$ cat src/rtl/dso_spi_pkg.sv
// Shared definitions for the SPI arbiter slice: slave-select codes,
// the arbiter FSM state type, the default BUSY timeout, and a helper
// that tells legal slave codes from illegal ones.
package dso_spi_pkg;

   // Slave codes carried on req_ss; 5..7 select nothing and are rejected
   localparam logic [2:0] SS_TRIG = 3'd0;
   localparam logic [2:0] SS_CH1  = 3'd1;
   localparam logic [2:0] SS_CH2  = 3'd2;
   localparam logic [2:0] SS_CH3  = 3'd3;
   localparam logic [2:0] SS_EEP  = 3'd4;

   // clk cycles allowed in BUSY without SPI_done
   localparam int DEFAULT_TIMEOUT = 4096;

   typedef enum logic [2:0] {
      IDLE   = 3'd0,
      CHECK  = 3'd1,
      LAUNCH = 3'd2,
      BUSY   = 3'd3,
      RESP   = 3'd4
   } arb_state_e;

   function automatic logic code_legal(input logic [2:0] code);
      return (code <= SS_EEP);
   endfunction

endpackage

$ cat src/rtl/rr_arbiter.sv
// Round-robin requester selection.
// Ports:
//   clk, rst          system clock, synchronous active-high reset
//   req               request vector, one bit per requester
//   advance, adv_idx  move the priority pointer to adv_idx+1 (mod NREQ)
//   grant_valid       at least one request is pending
//   win_idx           index of the winner (first set bit at/after pointer)
//   win_onehot        one-hot form of win_idx, zero when nothing pending
module rr_arbiter #(
   parameter int NREQ = 3,
   localparam int IW = (NREQ > 1) ? $clog2(NREQ) : 1
) (
   input  logic            clk,
   input  logic            rst,
   input  logic [NREQ-1:0] req,
   input  logic            advance,
   input  logic [IW-1:0]   adv_idx,
   output logic            grant_valid,
   output logic [IW-1:0]   win_idx,
   output logic [NREQ-1:0] win_onehot
);

   logic [IW-1:0] ptr_r;

   // base + k folded back into 0..NREQ-1 (k < NREQ, so one subtraction suffices)
   function automatic logic [IW-1:0] wrap_idx(input logic [IW-1:0] base, input int k);
      int s;
      s = int'(base) + k;
      if (s >= NREQ) s = s - NREQ;
      else           s = s;
      return IW'(s);
   endfunction

   // Priority pointer: parks just past the requester that was last served
   always_ff @(posedge clk) begin
      if (rst) begin
         ptr_r <= {IW{1'b0}};
      end else if (advance) begin
         if (adv_idx == IW'(NREQ - 1)) ptr_r <= {IW{1'b0}};
         else                          ptr_r <= adv_idx + IW'(1'b1);
      end else begin
         ptr_r <= ptr_r;
      end
   end

   // Scan from the pointer upward, wrapping; first pending request wins
   always_comb begin
      grant_valid = 1'b0;
      win_idx     = {IW{1'b0}};
      for (int k = 0; k < NREQ; k++) begin
         if (!grant_valid && req[wrap_idx(ptr_r, k)]) begin
            grant_valid = 1'b1;
            win_idx     = wrap_idx(ptr_r, k);
         end else begin
            grant_valid = grant_valid;
            win_idx     = win_idx;
         end
      end
      if (grant_valid) win_onehot = NREQ'(1'b1) << win_idx;
      else             win_onehot = {NREQ{1'b0}};
   end

endmodule

$ cat src/rtl/spi_arbiter.sv
// Shares one SPI master among NREQ requesters. Round-robin grant, a
// CHECK cycle that rejects illegal slave codes, a one-cycle wrt_SPI
// launch, a BUSY wait on SPI_done with a cycle timeout, and a RESP
// cycle that pulses ack with the captured MISO word in rdata.
// Ports:
//   clk, rst                 clock, synchronous active-high reset
//   req/req_ss/req_data      per-requester request, slave code, command word
//   gnt/ack/err              per-requester grant (level), done and error pulses
//   rdata, busy              last captured MISO word, not-idle flag
//   wrt_SPI, SPI_data        launch strobe and command word to SPI_mstr
//   SPI_done, data_in, SS_n  completion, receive word and select from SPI_mstr
//   *_ss_n                   decoded active-low slave selects
module spi_arbiter
   import dso_spi_pkg::*;
#(
   parameter int NREQ    = 3,
   parameter int TIMEOUT = DEFAULT_TIMEOUT
) (
   input  logic               clk,
   input  logic               rst,
   input  logic [NREQ-1:0]    req,
   input  logic [3*NREQ-1:0]  req_ss,
   input  logic [16*NREQ-1:0] req_data,
   output logic [NREQ-1:0]    gnt,
   output logic [NREQ-1:0]    ack,
   output logic [NREQ-1:0]    err,
   output logic [15:0]        rdata,
   output logic               busy,
   output logic               wrt_SPI,
   output logic [15:0]        SPI_data,
   input  logic               SPI_done,
   input  logic [15:0]        data_in,
   input  logic               SS_n,
   output logic               trig_ss_n,
   output logic               ch1_ss_n,
   output logic               ch2_ss_n,
   output logic               ch3_ss_n,
   output logic               EEP_ss_n
);

   localparam int IW = (NREQ > 1) ? $clog2(NREQ) : 1;
   localparam int CW = $clog2(TIMEOUT + 1);

   arb_state_e     state_r, state_nx_s;
   logic [IW-1:0]  idx_r;
   logic [2:0]     code_r;
   logic [15:0]    data_r;
   logic [CW-1:0]  cnt_r;
   logic           grant_valid_s, advance_s, expire_s;
   logic [IW-1:0]  win_idx_s;
   logic [NREQ-1:0] win_oh_s;
   logic [2:0]     ss_a_s   [NREQ];
   logic [15:0]    data_a_s [NREQ];

   for (genvar i = 0; i < NREQ; i++) begin : g_unpack
      assign ss_a_s[i]   = req_ss[3*i +: 3];
      assign data_a_s[i] = req_data[16*i +: 16];
   end

   rr_arbiter #(.NREQ(NREQ)) u_rr (
      .clk         (clk),
      .rst         (rst),
      .req         (req),
      .advance     (advance_s),
      .adv_idx     (idx_r),
      .grant_valid (grant_valid_s),
      .win_idx     (win_idx_s),
      .win_onehot  (win_oh_s)
   );

   // Last BUSY cycle before giving up; SPI_done in this cycle still wins
   assign expire_s = (cnt_r == CW'(TIMEOUT - 1));

   // Next-state logic; the pointer moves on every exit back to IDLE
   always_comb begin
      state_nx_s = state_r;
      advance_s  = 1'b0;
      case (state_r)
         IDLE: begin
            if (grant_valid_s) state_nx_s = CHECK;
            else               state_nx_s = IDLE;
         end
         CHECK: begin
            if (code_legal(code_r)) begin
               state_nx_s = LAUNCH;
            end else begin
               state_nx_s = IDLE;
               advance_s  = 1'b1;
            end
         end
         LAUNCH: state_nx_s = BUSY;
         BUSY: begin
            if (SPI_done) begin
               state_nx_s = RESP;
            end else if (expire_s) begin
               state_nx_s = IDLE;
               advance_s  = 1'b1;
            end else begin
               state_nx_s = BUSY;
            end
         end
         RESP: begin
            state_nx_s = IDLE;
            advance_s  = 1'b1;
         end
         default: state_nx_s = IDLE;
      endcase
   end

   // State register plus all registered outputs and transaction latches
   always_ff @(posedge clk) begin
      if (rst) begin
         state_r  <= IDLE;
         idx_r    <= {IW{1'b0}};
         code_r   <= 3'd0;
         data_r   <= 16'd0;
         cnt_r    <= {CW{1'b0}};
         gnt      <= {NREQ{1'b0}};
         ack      <= {NREQ{1'b0}};
         err      <= {NREQ{1'b0}};
         rdata    <= 16'd0;
         busy     <= 1'b0;
         wrt_SPI  <= 1'b0;
         SPI_data <= 16'd0;
      end else begin
         state_r <= state_nx_s;
         busy    <= (state_nx_s != IDLE);
         wrt_SPI <= (state_r == CHECK) && (state_nx_s == LAUNCH);
         ack     <= {NREQ{1'b0}};
         err     <= {NREQ{1'b0}};
         case (state_r)
            IDLE: begin
               if (grant_valid_s) begin
                  idx_r  <= win_idx_s;
                  code_r <= ss_a_s[win_idx_s];
                  data_r <= data_a_s[win_idx_s];
                  gnt    <= win_oh_s;
               end else begin
                  gnt <= {NREQ{1'b0}};
               end
            end
            CHECK: begin
               if (state_nx_s == LAUNCH) begin
                  SPI_data <= data_r;
               end else begin
                  err <= gnt;
                  gnt <= {NREQ{1'b0}};
               end
            end
            LAUNCH: cnt_r <= {CW{1'b0}};
            BUSY: begin
               if (SPI_done) begin
                  rdata <= data_in;
                  ack   <= gnt;
               end else if (expire_s) begin
                  err <= gnt;
                  gnt <= {NREQ{1'b0}};
               end else begin
                  cnt_r <= cnt_r + CW'(1'b1);
               end
            end
            RESP:    gnt <= {NREQ{1'b0}};
            default: gnt <= {NREQ{1'b0}};
         endcase
      end
   end

   // Select decode: only the owned slave follows SS_n, LAUNCH through RESP
   always_comb begin
      trig_ss_n = 1'b1;
      ch1_ss_n  = 1'b1;
      ch2_ss_n  = 1'b1;
      ch3_ss_n  = 1'b1;
      EEP_ss_n  = 1'b1;
      if ((state_r == LAUNCH) || (state_r == BUSY) || (state_r == RESP)) begin
         case (code_r)
            SS_TRIG: trig_ss_n = SS_n;
            SS_CH1:  ch1_ss_n  = SS_n;
            SS_CH2:  ch2_ss_n  = SS_n;
            SS_CH3:  ch3_ss_n  = SS_n;
            SS_EEP:  EEP_ss_n  = SS_n;
            default: trig_ss_n = 1'b1;
         endcase
      end else begin
         trig_ss_n = 1'b1;
      end
   end

endmodule

$ cat config.mk
export PLATFORM = sky130hd
export DESIGN_NAME = spi_arbiter
export DESIGN_NICKNAME = d
export VERILOG_FILES = /design/src/rtl/dso_spi_pkg.sv /design/src/rtl/rr_arbiter.sv /design/src/rtl/spi_arbiter.sv
export SDC_FILE = /design/constraint.sdc
export NUM_CORES = 1
export LEC_CHECK = 0
export BUFFER_PORTS_ARGS = -buffer_cell sky130_fd_sc_hd__buf_2
export CAP_MARGIN = 30
export CORE_MARGIN = 2
export CORE_UTILIZATION = 40
export CTS_CLUSTER_DIAMETER = 100
export DETAILED_ROUTE_END_ITERATION = 10
export PLACE_DENSITY = 0.71
export SYNTH_ARGS = -nofsm -noshare
export SYNTH_HDL_FRONTEND = slang
export SYNTH_SLANG_ARGS = --single-unit
$ cat constraint.sdc
create_clock -name clk -period 1.9 [get_ports clk]
set_input_delay 0.285 -clock clk [delete_from_list [all_inputs] [get_ports clk]]
set_output_delay 0.285 -clock clk [all_outputs]
set_load 0.02 [all_outputs]
==> results.cfg <==
[layout]
multi_input_area_mm2 = 0.002385
final_common_cell = buf_2
final_util_pct = 64.81
fill_cells = 652
drive_gt1_share_pct = 48.93
seqCellArea_mm2 = 0.001658
layout.nets = 688
final_cell_area_mm2 = 0.005679
syn2layout_area_growth_pct = 56.57
mostFrequentLayoutCells = buf_2 (123), nand2_1 (83), dfxtp_1 (75), a21oi_1 (46), nor2_1 (35)
insertedDiodeCount = 0

[synth]
synth_area_per_cell_um2 = 8.262
synth_cell_types = 51
yosysTopAreaCell = dfxtp_1
synth.net_count = 523
yosysWarnings = 0
synth-seq-cells = 82
yosysSeqAreaShare_pct = 45.26
postSynthCellCount = 439
synth-main-ff-cell = dfxtp_1
yosysTopAreaCellShare_pct = 45.26
synth_area_leaders = dfxtp_1 (45%), nand2_1 (9.1%), a21oi_1 (7.5%), a311oi_1 (4.8%), nor2_1 (4.0%)
async_flop_share_pct = 0
syn_area_mm2 = 0.003627
synth_edf_count = 0

[sta]
fin_crit_ps = 2021
period_share_pct = 106.4
max_freq_ghz = 0.4947
clock_skew_ps = 10.74
setup_slack_ps = -121.3
setup_viol = 26
maxSlewViolCount = 0
slew_headroom_pct = 72.77
tightest_slew_ps = 407.5
rsz0062_at_grt = yes
hold_viol = 0

[place]
placed_cell_area_mm2 = 0.004559
gp_congestion = 0.8330
place_hpwl_um = 7336
numPortBuffers = 127

[floorplanning]
ioPinCount = 128
dieArea_mm2 = 0.009846
initial_utilization_pct = 41.39
fp-row-count = 34
die_w_um = 99.23
coreArea_mm2 = 0.008763
die_h_um = 99.23

[grt]
antenna_found_initial = 0
grt_max_degree = 67
grt_pass1_vias = 3711
grt_pass1_wl_um = 17750
globalRouteOverflowTotal = 0
grtUsageTotal_pct = 22.63

[clocking]
cts_tree = built
hold_buffers = 0
clock_path_buffers = 2
cts.clk_slew.worst_paths_ps = 90
clkLatencyLatePin_ps = 360
cts_root_buf = clkbuf_8
cts_buffers = 9
clock-sinks = 82
htreeDepth = 3

[outcome]
failed_checks = negative setup slack
status = finished, violations left

[pwr]
leakagePower_nw = 2.287
pwr-share-seq_pct = 37.9
power_switching_share_pct = 36.25
power.internal_mw = 3.506
switching_power_mw = 1.993
ir_drop_uv = 467.6
clkPwrFrac_pct = 23.7
power_mw = 5.499
p_comb_share_pct = 38.3
powerDensity_mw_per_mm2 = 968.3

[setup_path]
worst-path-buf-inv = 1
worstPathArrival_ps = 1740
critical_path_peak_fanout = 4
cp-start-kind = flip-flop
worstPathCellList = or3b_4 -> a21oi_4 -> nor2b_4 -> nand3b_1 -> buf_6
criticalPathCategory = flip-flop to output pin
critPathSlowestCell = or3b_4
cp-end-kind = output pin
crit_required_ps = 1620
crit_family = simple AND/OR/NAND/NOR gates
slowest_delay_ps = 400

[drt]
vias = 4080
antenna_left = 0
first_pass_iters = 5
wl_um = 12820
routedWlPerCell_um = 17.88
viasPerCell = 5.690
drc = 0
drt_first_iter_violations = 224

[hold_path]
min_path_type = input pin to flip-flop

[job]
max-cap-violations = 0
==> path summary, 6_finish.rpt <==
| kind | startpoint | end | slack, ps | cells after the start |
|---|---|---|---|---|
| worst max-delay path | state_r[2] | ch1_ss_n | -120 | 5 |
| worst min-delay path | data_in[11] | rdata[11] | 160 | 3 |
| worst max register to register | u_rr.ptr_r[0] | data_r[4] | -110 | 9 |
| worst min register to register | rdata[9] | rdata[9] | 450 | 2 |
==> synth_stat cells (3+ instances only) <==
cell      number
a211oi_1       5
a21oi_1       54
a22o_1         3
a22oi_1       10
a311oi_1      20
and2_1         7
buf_2         10
buf_4          4
clkbuf_1      13
dfxtp_1       82
ha_1           4
inv_1          7
nand2_1       88
nand2b_1       4
nand3_1       28
nor2_1        39
nor2b_1        7
nor3_1         3
or3_1          4
xnor2_1        5
==> power by group through the flow <==
stage          Sequential, mW  Clock [mW]  Combinational, mW
6_report                 2.09        1.31               2.11
3_5_place_dp             2.10           0               1.43
2_1_floorplan            2.16           0              0.798
5_1_grt                  2.10        1.39               2.23
3_3_place_gp             2.09           0               1.40
4_1_cts                  2.06        1.31               1.69
==> repair_timing <==
action,CTS,global route
setup buffers,7,11
endpoints found under the hold margin,0,0
setup endpoints to repair,29,39
pin swaps,37,40
resized for setup,72,78
gates cloned,6,2
==> routing by layer <==
layer,vias up,wire [µm],GRT usage (%)
met2,238,6093,37.21
met4,0,454,7.692
met1,1908,5083,29.06
met5,-,0,0
li1,1889,-,-
met3,45,1186,5.622
==> registers in the layout (all words and copies together), names as in the netlist <==
signal	cells
SPI_data	16
ack	3
busy	1
cnt_r	13
code_r	3
data_r	16
err	3
gnt	3
idx_r	2
rdata	16
state_r	3
u_rr.ptr_r	2
wrt_SPI	1
==> cells by family after synthesis <==
logic type / count (synthesis) / synth area share [%]
and+or+nand+nor: 194 / 24.87
adders and majority gates: 4 / 1.380
AOI/OAI and AO/OA: 117 / 22.15
DFF: 82 / 45.26
muxes: 2 / 0.5519
buffers and inverters: 35 / 4.588
xor gates and xnor gates: 5 / 1.207
==> stage by stage <==
| stage | hold slack, ps | worst slack [ps] | TNS (ps) | cells |
|---|---|---|---|---|
| 2_1_floorplan | 421.0 | 29.97 | 0 | 439 |
| 3_3_place_gp | 438.9 | -35.55 | -562.6 | 676 |
| 3_5_place_dp | 443.5 | -142.6 | -2099 | 676 |
| 4_1_cts | 156.4 | -115.5 | -694.8 | 705 |
| 5_1_grt | 159.6 | -189.0 | -3359 | 717 |
| 6_report | 158.2 | -121.3 | -1767 | 717 |
==> layout make-up <==
cell class	count	share of cell area, %
Sequential cell	82	29.19
Tap cell	108	2.379
Clock inverter	5	1.102
Multi-Input combinational cell	322	41.99
Clock buffer	11	2.490
Timing Repair Buffer	182	22.25
Inverter	7	0.5948
==> worst reg2reg max path, delay by kind of cell, from the launching register on <==
family,cells,cell delay (ps)
compound gates,3,750
simple gates,2,130
buf+inv,3,360
fa+ha+maj,1,290
flops,1,390
No activity file was read; power rests on OpenSTA's default activity.
